`src/rtl/gate_bist_pkg.sv`:
```
// Shared types and constants for the gate-library BIST sequencer.
// State encoding, LFSR taps and MISR feedback polynomial.
package gate_bist_pkg;

  typedef enum logic [2:0] {
    ST_IDLE,
    ST_APPLY,
    ST_SETTLE,
    ST_CAPTURE,
    ST_COMPARE,
    ST_DONE
  } state_e;

  // Taps at bits 15,13,12,10 of the Fibonacci LFSR
  localparam logic [15:0] LFSR_TAPS = 16'hB400;
  // x^10 + x^3 + 1
  localparam logic [9:0]  MISR_POLY = 10'h009;
  localparam logic [15:0] SEED_DEF  = 16'h0001;

  function automatic logic [15:0] fix_seed(
    input logic [15:0] s
  );
    return (s == '0) ? SEED_DEF : s;
  endfunction

endpackage

```
`src/rtl/gate_bist_misr.sv`:
```
// Multiple-input signature register with synchronous clear and enable.
// Clear has priority over enable.
import gate_bist_pkg::*;

module gate_bist_misr #(
  parameter int unsigned   W    = 10,
  parameter logic [W-1:0]  POLY = W'(MISR_POLY)
) (
  input  logic         clk,
  input  logic         rst_n,
  input  logic         clr_i,
  input  logic         en_i,
  input  logic [W-1:0] d_i,
  output logic [W-1:0] q_o
);

  logic [W-1:0] q_q;
  logic [W-1:0] q_d;

  always_comb begin
    q_d = {q_q[W-2:0], 1'b0} ^ d_i;
    if (q_q[W-1]) q_d = q_d ^ POLY;
  end

  always_ff @(posedge clk or negedge rst_n) begin
    if (!rst_n) begin
      q_q <= '0;
    end else if (clr_i) begin
      q_q <= '0;
    end else if (en_i) begin
      q_q <= q_d;
    end
  end

  assign q_o = q_q;

endmodule

```
`src/rtl/gate_bist_ctrl.sv`:
```
// BIST sequencer: drives LFSR vectors into a gate model, compacts
// its responses into a MISR and compares against a golden signature.
import gate_bist_pkg::*;

module gate_bist_ctrl #(
  parameter int unsigned IN_W       = 16,
  parameter int unsigned OUT_W      = 10,
  parameter int unsigned SETTLE_CYC = 2,
  parameter int unsigned CNT_W      = 16
) (
  input  logic             clk,
  input  logic             rst_n,
  input  logic             start,
  input  logic             abort,
  input  logic [CNT_W-1:0] n_patterns,
  input  logic [IN_W-1:0]  seed,
  input  logic [OUT_W-1:0] golden,
  output logic [IN_W-1:0]  dut_in,
  input  logic [OUT_W-1:0] dut_out,
  output logic             busy,
  output logic             done,
  output logic             pass,
  output logic [OUT_W-1:0] signature
);

  localparam logic [IN_W-1:0] TAPS   = IN_W'(LFSR_TAPS);
  localparam logic [IN_W-1:0] SEED0  = IN_W'(SEED_DEF);
  localparam logic [7:0]      SET_LD = 8'(SETTLE_CYC);

  state_e           state_q;
  logic [IN_W-1:0]  lfsr_q;
  logic [IN_W-1:0]  lfsr_d;
  logic [CNT_W-1:0] cnt_q;
  logic [CNT_W-1:0] n_q;
  logic [OUT_W-1:0] golden_q;
  logic [7:0]       set_q;
  logic             busy_q;
  logic             done_q;
  logic             pass_q;
  logic [OUT_W-1:0] sig_q;
  logic [OUT_W-1:0] misr_q;
  logic             accept;
  logic             misr_clr;
  logic             misr_en;

  assign lfsr_d   = {lfsr_q[IN_W-2:0], ^(lfsr_q & TAPS)};
  assign accept   = (state_q == ST_IDLE) && start;
  assign misr_clr = abort || accept;
  assign misr_en  = (state_q == ST_CAPTURE);

  gate_bist_misr #(
    .W    (OUT_W),
    .POLY (OUT_W'(MISR_POLY))
  ) u_misr (
    .clk   (clk),
    .rst_n (rst_n),
    .clr_i (misr_clr),
    .en_i  (misr_en),
    .d_i   (dut_out),
    .q_o   (misr_q)
  );

  always_ff @(posedge clk or negedge rst_n) begin
    if (!rst_n) begin
      state_q  <= ST_IDLE;
      lfsr_q   <= SEED0;
      cnt_q    <= '0;
      n_q      <= '0;
      golden_q <= '0;
      set_q    <= '0;
      busy_q   <= 1'b0;
      done_q   <= 1'b0;
      pass_q   <= 1'b0;
      sig_q    <= '0;
    end else if (abort) begin
      state_q  <= ST_IDLE;
      lfsr_q   <= SEED0;
      cnt_q    <= '0;
      set_q    <= '0;
      busy_q   <= 1'b0;
      done_q   <= 1'b0;
      pass_q   <= 1'b0;
      sig_q    <= '0;
    end else begin
      unique case (state_q)
        ST_IDLE: begin
          if (start) begin
            n_q      <= n_patterns;
            golden_q <= golden;
            lfsr_q   <= IN_W'(fix_seed(16'(seed)));
            cnt_q    <= '0;
            pass_q   <= 1'b0;
            sig_q    <= '0;
            busy_q   <= 1'b1;
            state_q  <= (n_patterns == '0) ?
                        ST_COMPARE : ST_APPLY;
          end
        end
        ST_APPLY: begin
          set_q   <= SET_LD;
          state_q <= ST_SETTLE;
        end
        ST_SETTLE: begin
          set_q <= set_q - 8'd1;
          if (set_q == 8'd1) state_q <= ST_CAPTURE;
        end
        ST_CAPTURE: begin
          lfsr_q <= lfsr_d;
          cnt_q  <= cnt_q + CNT_W'(1);
          // Compare before increment so 16'hFFFF never wraps
          if (cnt_q == n_q - CNT_W'(1)) state_q <= ST_COMPARE;
          else                          state_q <= ST_APPLY;
        end
        ST_COMPARE: begin
          sig_q   <= misr_q;
          pass_q  <= (misr_q == golden_q);
          done_q  <= 1'b1;
          state_q <= ST_DONE;
        end
        ST_DONE: begin
          done_q  <= 1'b0;
          busy_q  <= 1'b0;
          state_q <= ST_IDLE;
        end
        default: begin
          state_q <= ST_IDLE;
          busy_q  <= 1'b0;
          done_q  <= 1'b0;
        end
      endcase
    end
  end

  assign dut_in    = lfsr_q;
  assign busy      = busy_q;
  assign done      = done_q;
  assign pass      = pass_q;
  assign signature = sig_q;

endmodule

```
`config.mk`:
```
export PLATFORM = sky130hd
export DESIGN_NAME = gate_bist_ctrl
export DESIGN_NICKNAME = d
export VERILOG_FILES = /design/src/rtl/gate_bist_pkg.sv /design/src/rtl/gate_bist_misr.sv /design/src/rtl/gate_bist_ctrl.sv
export SDC_FILE = /design/constraint.sdc
export NUM_CORES = 1
export LEC_CHECK = 0
export ABC_AREA = 1
export BUFFER_PORTS_ARGS = -buffer_cell sky130_fd_sc_hd__buf_2
export CAP_MARGIN = 20
export CORE_MARGIN = 5
export CORE_UTILIZATION = 30
export CTS_CLUSTER_DIAMETER = 150
export DETAILED_ROUTE_END_ITERATION = 6
export SKIP_LAST_GASP = 1
export SYNTH_ARGS = -nofsm -noshare
export SYNTH_HDL_FRONTEND = slang
export SYNTH_HIERARCHICAL = 1
export SYNTH_SLANG_ARGS = --single-unit
```
`constraint.sdc`:
```
create_clock -name clk -period 1.6 [get_ports clk]
set_input_delay 0.24 -clock clk [delete_from_list [all_inputs] [get_ports clk]]
set_output_delay 0.24 -clock clk [all_outputs]
set_load 0.02 [all_outputs]
```
==> results of run 1 <==
layout make-up:
class / count / share of cell area, %
well taps: 225 / 4.24
clock buffers: 11 / 3.65
inverters: 88 / 5.01
multi-input cells: 453 / 38.4
clock inverters: 5 / 0.546
repair buffers: 140 / 13.4
flip-flops and latches: 92 / 34.7
cell usage in the layout (no fill, tap or decap), types with 2 or more instances in the layout:
cell type | synthesis | routed
inv_2 | 7 | 10
xnor2_1 | 17 | 17
o31ai_1 | 7 | 7
nor3_4 | 1 | 4
ha_1 | 4 | 2
o21ai_2 | 7 | 7
o21ai_1 | 1 | 3
nor2_4 | 6 | 7
o21ai_0 | 43 | 41
a32o_1 | 4 | 4
nand3_4 | 1 | 2
buf_6 | 0 | 2
mux2_2 | 7 | 7
nand4_1 | 12 | 12
nand2_2 | 5 | 4
nor2_1 | 65 | 59
buf_12 | 0 | 3
clkinvlp_4 | 0 | 3
nor2_2 | 7 | 12
buf_2 | 9 | 83
nand3_1 | 30 | 30
clkbuf_16 | 0 | 9
a211oi_1 | 2 | 2
nand2_1 | 149 | 147
o22ai_1 | 9 | 9
a21oi_1 | 22 | 22
nor4_1 | 6 | 6
nand2_4 | 1 | 4
o2111ai_1 | 2 | 2
nor3_1 | 7 | 7
xor2_1 | 13 | 13
or2_2 | 4 | 3
dfrtp_1 | 91 | 90
nand3b_1 | 3 | 3
ha_4 | 0 | 2
a31oi_1 | 5 | 5
inv_1 | 80 | 77
buf_4 | 1 | 51
sequential cells by signal, indices dropped and copies added, names as in the netlist:
register and count:
busy 1, cnt_q 16, done 1, dut_in 16, golden_q 10, n_q 16, pass 1, set_q 8
signature 10, state_q 3, u_misr/q_o 10
repair_timing:
item / CTS / global route
endpoints found under the hold margin: 27 / 0
buffers inserted: 2 / 9
hold buffers: 1 / 0
pin swaps: 9 / 10
gates resized for setup: 7 / 22
endpoints found under the setup margin: 3 / 21
cell usage after synthesis (9+ instances only):
cell	n
buf_2	9
inv_1	80
o21ai_0	43
nand3_1	30
dfrtp_1	91
o22ai_1	9
nor2_1	65
a21oi_1	22
xor2_1	13
nand2_1	149
xnor2_1	17
nand4_1	12
per-stage QoR:
stage / hold WS (ns) / setup slack [ns] / utilization (%) / std cells / TNS (ns)
floorplan: -0.0556 / 0.000941 / - / 647 / 0
global placement: 0.214 / -0.0862 / 36.1 / 986 / -0.160
detailed placement: 0.214 / -0.126 / 36.1 / 986 / -0.250
CTS: 0.103 / -0.0994 / 38.0 / 1005 / -0.194
global route: 0.102 / -0.242 / 38.9 / 1014 / -1.02
finish: 0.117 / -0.105 / 38.9 / 1014 / -0.230
power by group:
| part | total (mW) | switching [mW] | internal (mW) |
|---|---|---|---|
| logic | 3.57 | 2.06 | 1.52 |
| clock network | 2.06 | 0.956 | 1.10 |
| registers | 3.30 | 0.450 | 2.85 |
per-layer routing:
| metal | up-vias | wire length, um | GRT usage, % |
|---|---|---|---|
| met2 | 98 | 6650 | 22.9 |
| met3 | 19 | 542 | 2.27 |
| met4 | 0 | 286 | 5.86 |
| met5 | - | 0 | 0 |
| li1 | 2381 | - | - |
| met1 | 2183 | 5960 | 18.2 |
path summary, 6_finish.rpt:
kind                                                 end  slack (ns)  depth (start not counted)
worst min-delay path             golden_q[6]$_DFFE_PN0P_        0.12                          2
worst min register to register  signature[7]$_DFFE_PN0P_        0.49                          2
worst max register to register    state_q[2]$_DFFE_PN0P_       -0.10                         12
max in group asynchronous             n_q[4]$_DFFE_PN0P_        0.69                          3
worst max-delay path              state_q[2]$_DFFE_PN0P_       -0.10                         12
min in group asynchronous       signature[3]$_DFFE_PN0P_        0.37                          2
kinds of logic after synthesis:
group | share of synthesized area, %
and+or+nand+nor | 26.8
muxes | 1.53
xor gates and xnor gates | 5.10
adders and majority gates | 0.971
AOI/OAI and AO/OA | 13.1
DFF | 44.7
buffers and inverters | 7.77
critical path: stages, from the launching register on:
cell	delay, ns
dfrtp_1	0.40
nor2_1	0.18
nand2_4	0.10
nor2_4	0.16
buf_4	0.14
nand2_1	0.04
nand2_1	0.06
nand2_1	0.05
nor2_1	0.08
nand2_1	0.07
inv_1	0.07
nand4_1	0.12
a21oi_1	0.14
==> results.sh, run 1 <==
export IMPL_nFillCells=1800
export IMPL_synth_flop_cell="dfrtp_1"
export IMPL_ys_seq_area_share_pct=44.7
export IMPL_syn_inst=647
export IMPL_ir_drop_mv=0.628
export IMPL_core_area_sq_um=17100
export IMPL_postRouteAntennaNets=0
export IMPL_synth_enable_flop_cells=0
export IMPL_cts_tree="yes"
export IMPL_yosys_area_top_type="dfrtp_1"
export IMPL_cts_root_buffer="clkbuf_16"
export IMPL_gp_congestion=0.837
export IMPL_worst_slack_ns=-0.105
export IMPL_clkSlewWorstSetupHoldPaths_ns=0.07
export IMPL_path_max_fanout=6
export IMPL_synth_seq_cells=92
export IMPL_dieArea_sq_um=19900
export IMPL_fin_crit_ns=1.70
export IMPL_max_slew_margin_pct=71.4
export IMPL_drv_slew=0
export IMPL_setup_viol=3
export IMPL_async_flop_share_pct=100
export IMPL_fp_dieW_um=141
export IMPL_grt_first_pass_wirelength_um=22600
export IMPL_num_rows=48
export IMPL_vias_per_cell=4.62
export IMPL_synth_area_per_cell_sq_um=7.97
export IMPL_ys_types=47
export IMPL_antenna_found_initial=0
export IMPL_cts_path_max_buffers=2
export IMPL_fin_crit_sh_pct=107
export IMPL_grt_pass1_vias=4622
export IMPL_fmax_mhz=587
export IMPL_synth_warnings=6
export IMPL_crit_start="n_q[2]$_DFFE_PN0P_"
export IMPL_drc=0
export IMPL_critPathRequiredTime_ns=1.88
export IMPL_layout_nets=844
export IMPL_tightest_slew_ns=0.429
export IMPL_cp_arrival_ns=1.98
export IMPL_endpoint_kind="register"
export IMPL_dr_pass1_iters=5
export IMPL_crit_type="register to register"
export IMPL_antenna_diode_count=0
export IMPL_grt_start_max_net_pins=47
export IMPL_power_density_nw_per_um2=1340
export IMPL_hold_viol_final=0
export IMPL_synth_top_cell_area_share_pct=44.2
export IMPL_rsz0062_at_grt="true"
export IMPL_globalRouteTotalUtil_pct=13.9
export IMPL_overflow=0
export IMPL_r2r_start="n_q[2]$_DFFE_PN0P_"
export IMPL_vias=4681
export IMPL_yosys_top_cells_area="dfrtp_1 (44%), nand2_1 (11%), inv_1 (5.8%)"
export IMPL_regArea_sq_um=2300
export IMPL_cts_htree_levels=3
export IMPL_area_growth_synth_to_final_pct=28.8
export IMPL_leakage_nw=3.26
export IMPL_start_util_pct=30.2
export IMPL_cts_buffers=9
export IMPL_fp_dieH_um=141
export IMPL_min_path_type="primary input to register"
export IMPL_clock_sinks=92
export IMPL_outcome="finished with violations"
export IMPL_cp_start_kind="register"
export IMPL_total_power_mw=8.93
export IMPL_fin_area_sq_um=6640
export IMPL_netlist_area_sq_um=5150
export IMPL_hold_start="golden[6]"
export IMPL_clock_latency_ns=0.35
export IMPL_io_pins=85
export IMPL_max_cap_viol_count=0
export IMPL_syn_num_nets=707
export IMPL_place_area_sq_um=6160
export IMPL_finClkSkew_ns=0.00937
export IMPL_portBuffers=84
export IMPL_drive_gt1_share_pct=28.1
export IMPL_drt_total_wl_um=13400
export IMPL_violations="negative setup slack"
export IMPL_multi_input_area_sq_um=2550
export IMPL_dp_hpwl_um=10200
export IMPL_drt_iter0_drc=229
export IMPL_routedWlPerCell_um=13.3
Note: power is estimated with default switching activity, not from simulation.
==> run 2, diff against run 1 <==
SKIP_CTS_REPAIR_TIMING = 1   (was unset)
==> run 2 against run 1 <==
Effect of this change: the run still ends with negative setup slack left; first-iteration DRC count down 12%; via count down 0.79%; critical path depth unchanged; clock-buffer cell count unchanged; sequential power about the same; clock power about the same; hold slack about the same; die area unchanged; worst setup slack better by 0.0060 ns; final area down 0.34%; global-route usage down 0.11 points; clock skew up 0.00060 ns; critical path type unchanged.
==> results.sh, run 2 (same netlist as run 1, synthesis figures left out) <==
export IMPL_layout_nets=842
export IMPL_num_rows=48
export IMPL_cp_arrival_ns=1.97
export IMPL_crit_type="register to register"
export IMPL_core_area_sq_um=17100
export IMPL_min_to="golden_q[6]$_DFFE_PN0P_"
export IMPL_busiest_layer="met2"
export IMPL_cts_buffers=9
export IMPL_grt_first_pass_wirelength_um=22400
export IMPL_outcome="finished with violations"
export IMPL_drt_iter0_drc=201
export IMPL_routedWlPerCell_um=13.3
export IMPL_min_path_type="primary input to register"
export IMPL_crit_slowest_cell="dfrtp_1"
export IMPL_overflow=0
export IMPL_cp_top_family="simple AND/OR/NAND/NOR gates"
export IMPL_use_met3_pct=2.27
export IMPL_path_max_fanout=6
export IMPL_cp_depth=12
export IMPL_path_buf_inv=2
export IMPL_cpMostUsedCell="nand2_1"
export IMPL_grtUsageMet2_pct=22.7
export IMPL_clkSlewWorstSetupHoldPaths_ns=0.07
export IMPL_rsz0062_at_grt="true"
export IMPL_portBuffers=84
export IMPL_area_growth_synth_to_final_pct=28.4
export IMPL_antenna_found_initial=0
export IMPL_leakage_nw=3.24
export IMPL_fin_crit_ns=1.70
export IMPL_cts_root_buffer="clkbuf_16"
export IMPL_worst_r2r_cell_count=12
export IMPL_cp_start_kind="register"
export IMPL_dieArea_sq_um=19900
export IMPL_fp_dieH_um=141
export IMPL_grt_pass1_vias=4597
export IMPL_drt_total_wl_um=13500
export IMPL_endpoint_kind="register"
export IMPL_antenna_diode_count=0
export IMPL_grt_util_met1_pct=18.1
export IMPL_dp_hpwl_um=10200
export IMPL_worst_slack_ns=-0.0986
export IMPL_most_common_layout_cells="nand2_1 (148), dfrtp_1 (91), buf_2 (83)"
export IMPL_fin_tns_setup_ns=-0.207
export IMPL_nFillCells=1802
export IMPL_cts_tree="yes"
export IMPL_finClkSkew_ns=0.00997
export IMPL_cts_path_max_buffers=2
export IMPL_ir_drop_mv=0.628
export IMPL_clock_latency_ns=0.36
export IMPL_drive_gt1_share_pct=27.6
export IMPL_violations="negative setup slack"
export IMPL_cts_htree_levels=3
export IMPL_critPathRequiredTime_ns=1.87
export IMPL_drc=0
export IMPL_final_common_cell="nand2_1"
export IMPL_power_density_nw_per_um2=1340
export IMPL_globalRouteTotalUtil_pct=13.8
export IMPL_fmax_mhz=589
export IMPL_tightest_slew_ns=0.429
export IMPL_r2r_start="n_q[2]$_DFFE_PN0P_"
export IMPL_drv_slew=0
export IMPL_gp_congestion=0.837
export IMPL_vias=4644
export IMPL_start_util_pct=30.2
export IMPL_path_cells="nor2_1 > nand2_4 > nor2_4 > buf_4 > nand2_1 > nand2_1 > nand2_1 > nor2_1 > nand2_1 > inv_1 > nand4_1 > a21oi_1"
export IMPL_setup_viol=3
export IMPL_whs_ns=0.117
export IMPL_dr_pass1_iters=4
export IMPL_hold_viol_final=0
export IMPL_fp_dieW_um=141
export IMPL_fin_crit_sh_pct=106
export IMPL_r2r_end="state_q[2]$_DFFE_PN0P_"
export IMPL_vias_per_cell=4.59
export IMPL_slowest_delay_ns=0.41
export IMPL_clock_sinks=92
export IMPL_max_slew_margin_pct=71.4
export IMPL_postRouteAntennaNets=0
export IMPL_regToRegSetupSlack_ns=-0.1
export IMPL_hold_depth=2
export IMPL_fin_util_pct=38.8
export IMPL_max_cap_viol_count=0
export IMPL_io_pins=85
export IMPL_grt_start_max_net_pins=47
export IMPL_hold_start="golden[6]"
[run 2: cell count changes in the layout (fill, tap and decap cells not counted), sizes merged]
cell / change
buf: -2
[run 2: final cells by class]
class	instances	area (sq um)	share of cell area [%]
sequential	92	2300	34.8
tap	225	282	4.25
timing repair buffer	138	880	13.3
multi-input combinational	453	2540	38.4
clock buffer	11	243	3.67
clock inverter	5	36.3	0.548
inverter	88	333	5.03
[run 2: metrics by stage]
stage                     instances  setup WS (ns)  power, mW  area (sq um)
after CTS                      1002         -0.147       8.84          6440
after detailed placement        986         -0.126       6.73          6160
after global placement          986        -0.0862       6.69          6160
final                          1012        -0.0986       8.90          6620
after floorplan                 647       0.000941       5.52          5160
after global routing           1012         -0.250       9.63          6620
[run 2: worst max path at each step]
stage / startpoint / to / slack, ns
after floorplan: n_q[0]$_DFFE_PN0P_ / state_q[0]$_DFFE_PN0P_ / 0.0009
after global placement: n_q[0]$_DFFE_PN0P_ / state_q[2]$_DFFE_PN0P_ / -0.09
after detailed placement: n_q[0]$_DFFE_PN0P_ / state_q[2]$_DFFE_PN0P_ / -0.13
after CTS: n_q[0]$_DFFE_PN0P_ / state_q[2]$_DFFE_PN0P_ / -0.15
after global routing: n_q[1]$_DFFE_PN0P_ / state_q[2]$_DFFE_PN0P_ / -0.25
final: n_q[2]$_DFFE_PN0P_ / state_q[2]$_DFFE_PN0P_ / -0.1
[run 2: metal layers]
| metal | up-vias | routed length, um |
|---|---|---|
| met1 | 2161 | 6070 |
| met2 | 84 | 6620 |
| li1 | 2381 | - |
| met4 | 0 | 293 |
| met5 | - | 0 |
| met3 | 18 | 469 |
[run 2: power by group]
group	leakage [nW]	internal, mW	switching (mW)
Sequential	1.21	2.85	0.451
Clock	0.128	1.10	0.958
Combinational	1.90	1.50	2.04
Total	3.24	5.45	3.45
==> run 3, diff against run 2 <==
CORE_UTILIZATION = 51   (was 30)
PLACE_DENSITY = 0.76   (was unset)
==> run 3 against run 2 <==
Effect of this change: the flow still finishes with violations (negative setup slack); final area decreased by 2.6%; global-route usage is 8.0 points higher; hold slack lost 0.0089 ns; maximum frequency fell by 1.5%; via count up 3.1%; critical path type unchanged; critical endpoint is now state_q[0]$_DFFE_PN0P_.
==> results.sh, run 3 (same netlist as run 1, synthesis figures left out) <==
export IMPL_outcome="finished with violations"
export IMPL_violations="negative setup slack"
export IMPL_cts_htree_levels=3
export IMPL_grt_start_max_net_pins=47
export IMPL_num_rows=36
export IMPL_fp_dieH_um=111
export IMPL_postRouteAntennaNets=0
export IMPL_fin_crit_ns=1.72
export IMPL_finClkSkew_ns=0.00921
export IMPL_critPathRequiredTime_ns=1.84
export IMPL_dieArea_sq_um=12200
export IMPL_cp_start_kind="register"
export IMPL_final_common_cell="nand2_1"
export IMPL_drive_gt1_share_pct=28.1
export IMPL_multi_input_area_sq_um=2600
export IMPL_worst_r2r_cell_count=11
export IMPL_most_common_layout_cells="nand2_1 (146), dfrtp_1 (90), buf_2 (83)"
export IMPL_final_cells=911
export IMPL_cp_arrival_ns=1.97
export IMPL_area_growth_synth_to_final_pct=25.1
export IMPL_vias_per_cell=5.26
export IMPL_fmax_mhz=580
export IMPL_min_to="golden_q[7]$_DFFE_PN0P_"
export IMPL_clkPwrFrac_pct=19.1
export IMPL_r2r_end="state_q[0]$_DFFE_PN0P_"
export IMPL_setup_viol=7
export IMPL_clkSlewWorstSetupHoldPaths_ns=0.09
export IMPL_clock_latency_ns=0.36
export IMPL_ir_drop_mv=0.875
export IMPL_hold_viol_final=0
export IMPL_drt_total_wl_um=13200
export IMPL_p_seq_share_pct=38.7
export IMPL_max_slew_margin_pct=72.3
export IMPL_whs_ns=0.108
export IMPL_drt_iter0_drc=213
export IMPL_core_area_sq_um=9820
export IMPL_regToRegSetupSlack_ns=-0.12
export IMPL_rsz0062_at_grt="true"
export IMPL_dp_cells=887
export IMPL_post_place_ws_ns=-0.131
export IMPL_globalRouteTotalUtil_pct=21.8
export IMPL_path_max_fanout=3
export IMPL_drc=0
export IMPL_r2r_start="n_q[0]$_DFFE_PN0P_"
export IMPL_vias=4790
export IMPL_fin_crit_sh_pct=108
export IMPL_tightest_slew_ns=0.412
export IMPL_cts_path_max_buffers=2
export IMPL_regArea_sq_um=2300
export IMPL_swShare_pct=39.4
export IMPL_antenna_diode_count=0
export IMPL_worst_slack_ns=-0.124
export IMPL_min_path_type="primary input to register"
export IMPL_cts_root_buffer="clkbuf_8"
export IMPL_fin_tns_setup_ns=-0.327
export IMPL_endpoint_kind="register"
export IMPL_hold_depth=2
export IMPL_combPwrFrac_pct=42.3
export IMPL_start_util_pct=52.5
export IMPL_dr_pass1_iters=4
export IMPL_dp_hpwl_um=9950
export IMPL_leakage_nw=3.17
export IMPL_p_switching_mw=3.38
export IMPL_nFillCells=851
export IMPL_clock_sinks=92
export IMPL_routedWlPerCell_um=14.5
export IMPL_gp_congestion=0.883
export IMPL_antenna_found_initial=0
export IMPL_crit_type="register to register"
export IMPL_power_density_nw_per_um2=1330
export IMPL_p_int_mw=5.19
export IMPL_portBuffers=84
export IMPL_grt_first_pass_wirelength_um=22600
export IMPL_drv_slew=0
export IMPL_io_pins=85
export IMPL_grt_pass1_vias=5032
export IMPL_cts_tree="yes"
export IMPL_max_cap_viol_count=0
export IMPL_overflow=0
export IMPL_hold_start="golden[7]"
export IMPL_cts_buffers=9
export IMPL_layout_nets=833
export IMPL_fp_dieW_um=111
run 3: cell count changes in the layout (fill, tap and decap cells not counted), moves of 3 or more:
cell | previous run | this run
nor2_4 | 7 | 10
nor2_2 | 12 | 9
buf_4 | 48 | 38
clkbuf_16 | 9 | 1
clkbuf_8 | 1 | 11
clkinvlp_4 | 3 | 0
run 3: stage by stage:
stage,cell area [sq um],power [mW],util (%)
finish,6450,8.58,65.7
detailed placement,5990,6.68,61.0
global placement,5990,6.52,61.0
floorplan,5160,5.52,-
global route,6450,9.24,65.7
CTS,6200,8.33,63.1
run 3: worst max-delay path, stage by stage (launching register included):
cell and delay (ns):
dfrtp_1 0.37, inv_2 0.06, ha_4 0.16, or2_2 0.31
nand3_2 0.06, nand2_1 0.05, nor2_1 0.11, nand3_1 0.11
nor2_2 0.16, nand3_1 0.10, nand2_1 0.07, a21oi_1 0.06
run 3: power by group through the flow:
stage / Sequential, mW / Clock, mW / Combinational, mW
detailed placement: 3.35 / 0 / 3.33
global placement: 3.32 / 0 / 3.20
global route: 3.39 / 1.76 / 4.09
floorplan: 3.37 / 0 / 2.16
finish: 3.32 / 1.63 / 3.62
CTS: 3.30 / 1.66 / 3.36
run 3: how the worst max path moves through the flow:
stage | to | startpoint | cells past startpoint
global route | state_q[0]$_DFFE_PN0P_ | n_q[4]$_DFFE_PN0P_ | 12
floorplan | state_q[0]$_DFFE_PN0P_ | n_q[0]$_DFFE_PN0P_ | 11
detailed placement | state_q[0]$_DFFE_PN0P_ | n_q[0]$_DFFE_PN0P_ | 11
CTS | state_q[0]$_DFFE_PN0P_ | n_q[0]$_DFFE_PN0P_ | 11
finish | state_q[0]$_DFFE_PN0P_ | n_q[0]$_DFFE_PN0P_ | 11
global placement | state_q[0]$_DFFE_PN0P_ | n_q[0]$_DFFE_PN0P_ | 11
run 3: layout make-up:
type,instances,share of cell area (%)
Clock buffer,13,2.46
Timing Repair Buffer,129,12.9
Inverter,88,5.28
Tap cell,133,2.58
Clock inverter,3,0.679
Multi-Input combinational cell,453,40.3
Sequential cell,92,35.7
run 3: routing by layer:
| metal | vias to the layer above | GRT usage, % | routed length [um] |
|---|---|---|---|
| met4 | 0 | 7.88 | 290 |
| met1 | 2279 | 25.5 | 5360 |
| met3 | 28 | 4.05 | 613 |
| met5 | - | 0 | 0 |
| met2 | 123 | 39.6 | 6970 |
| li1 | 2360 | - | - |
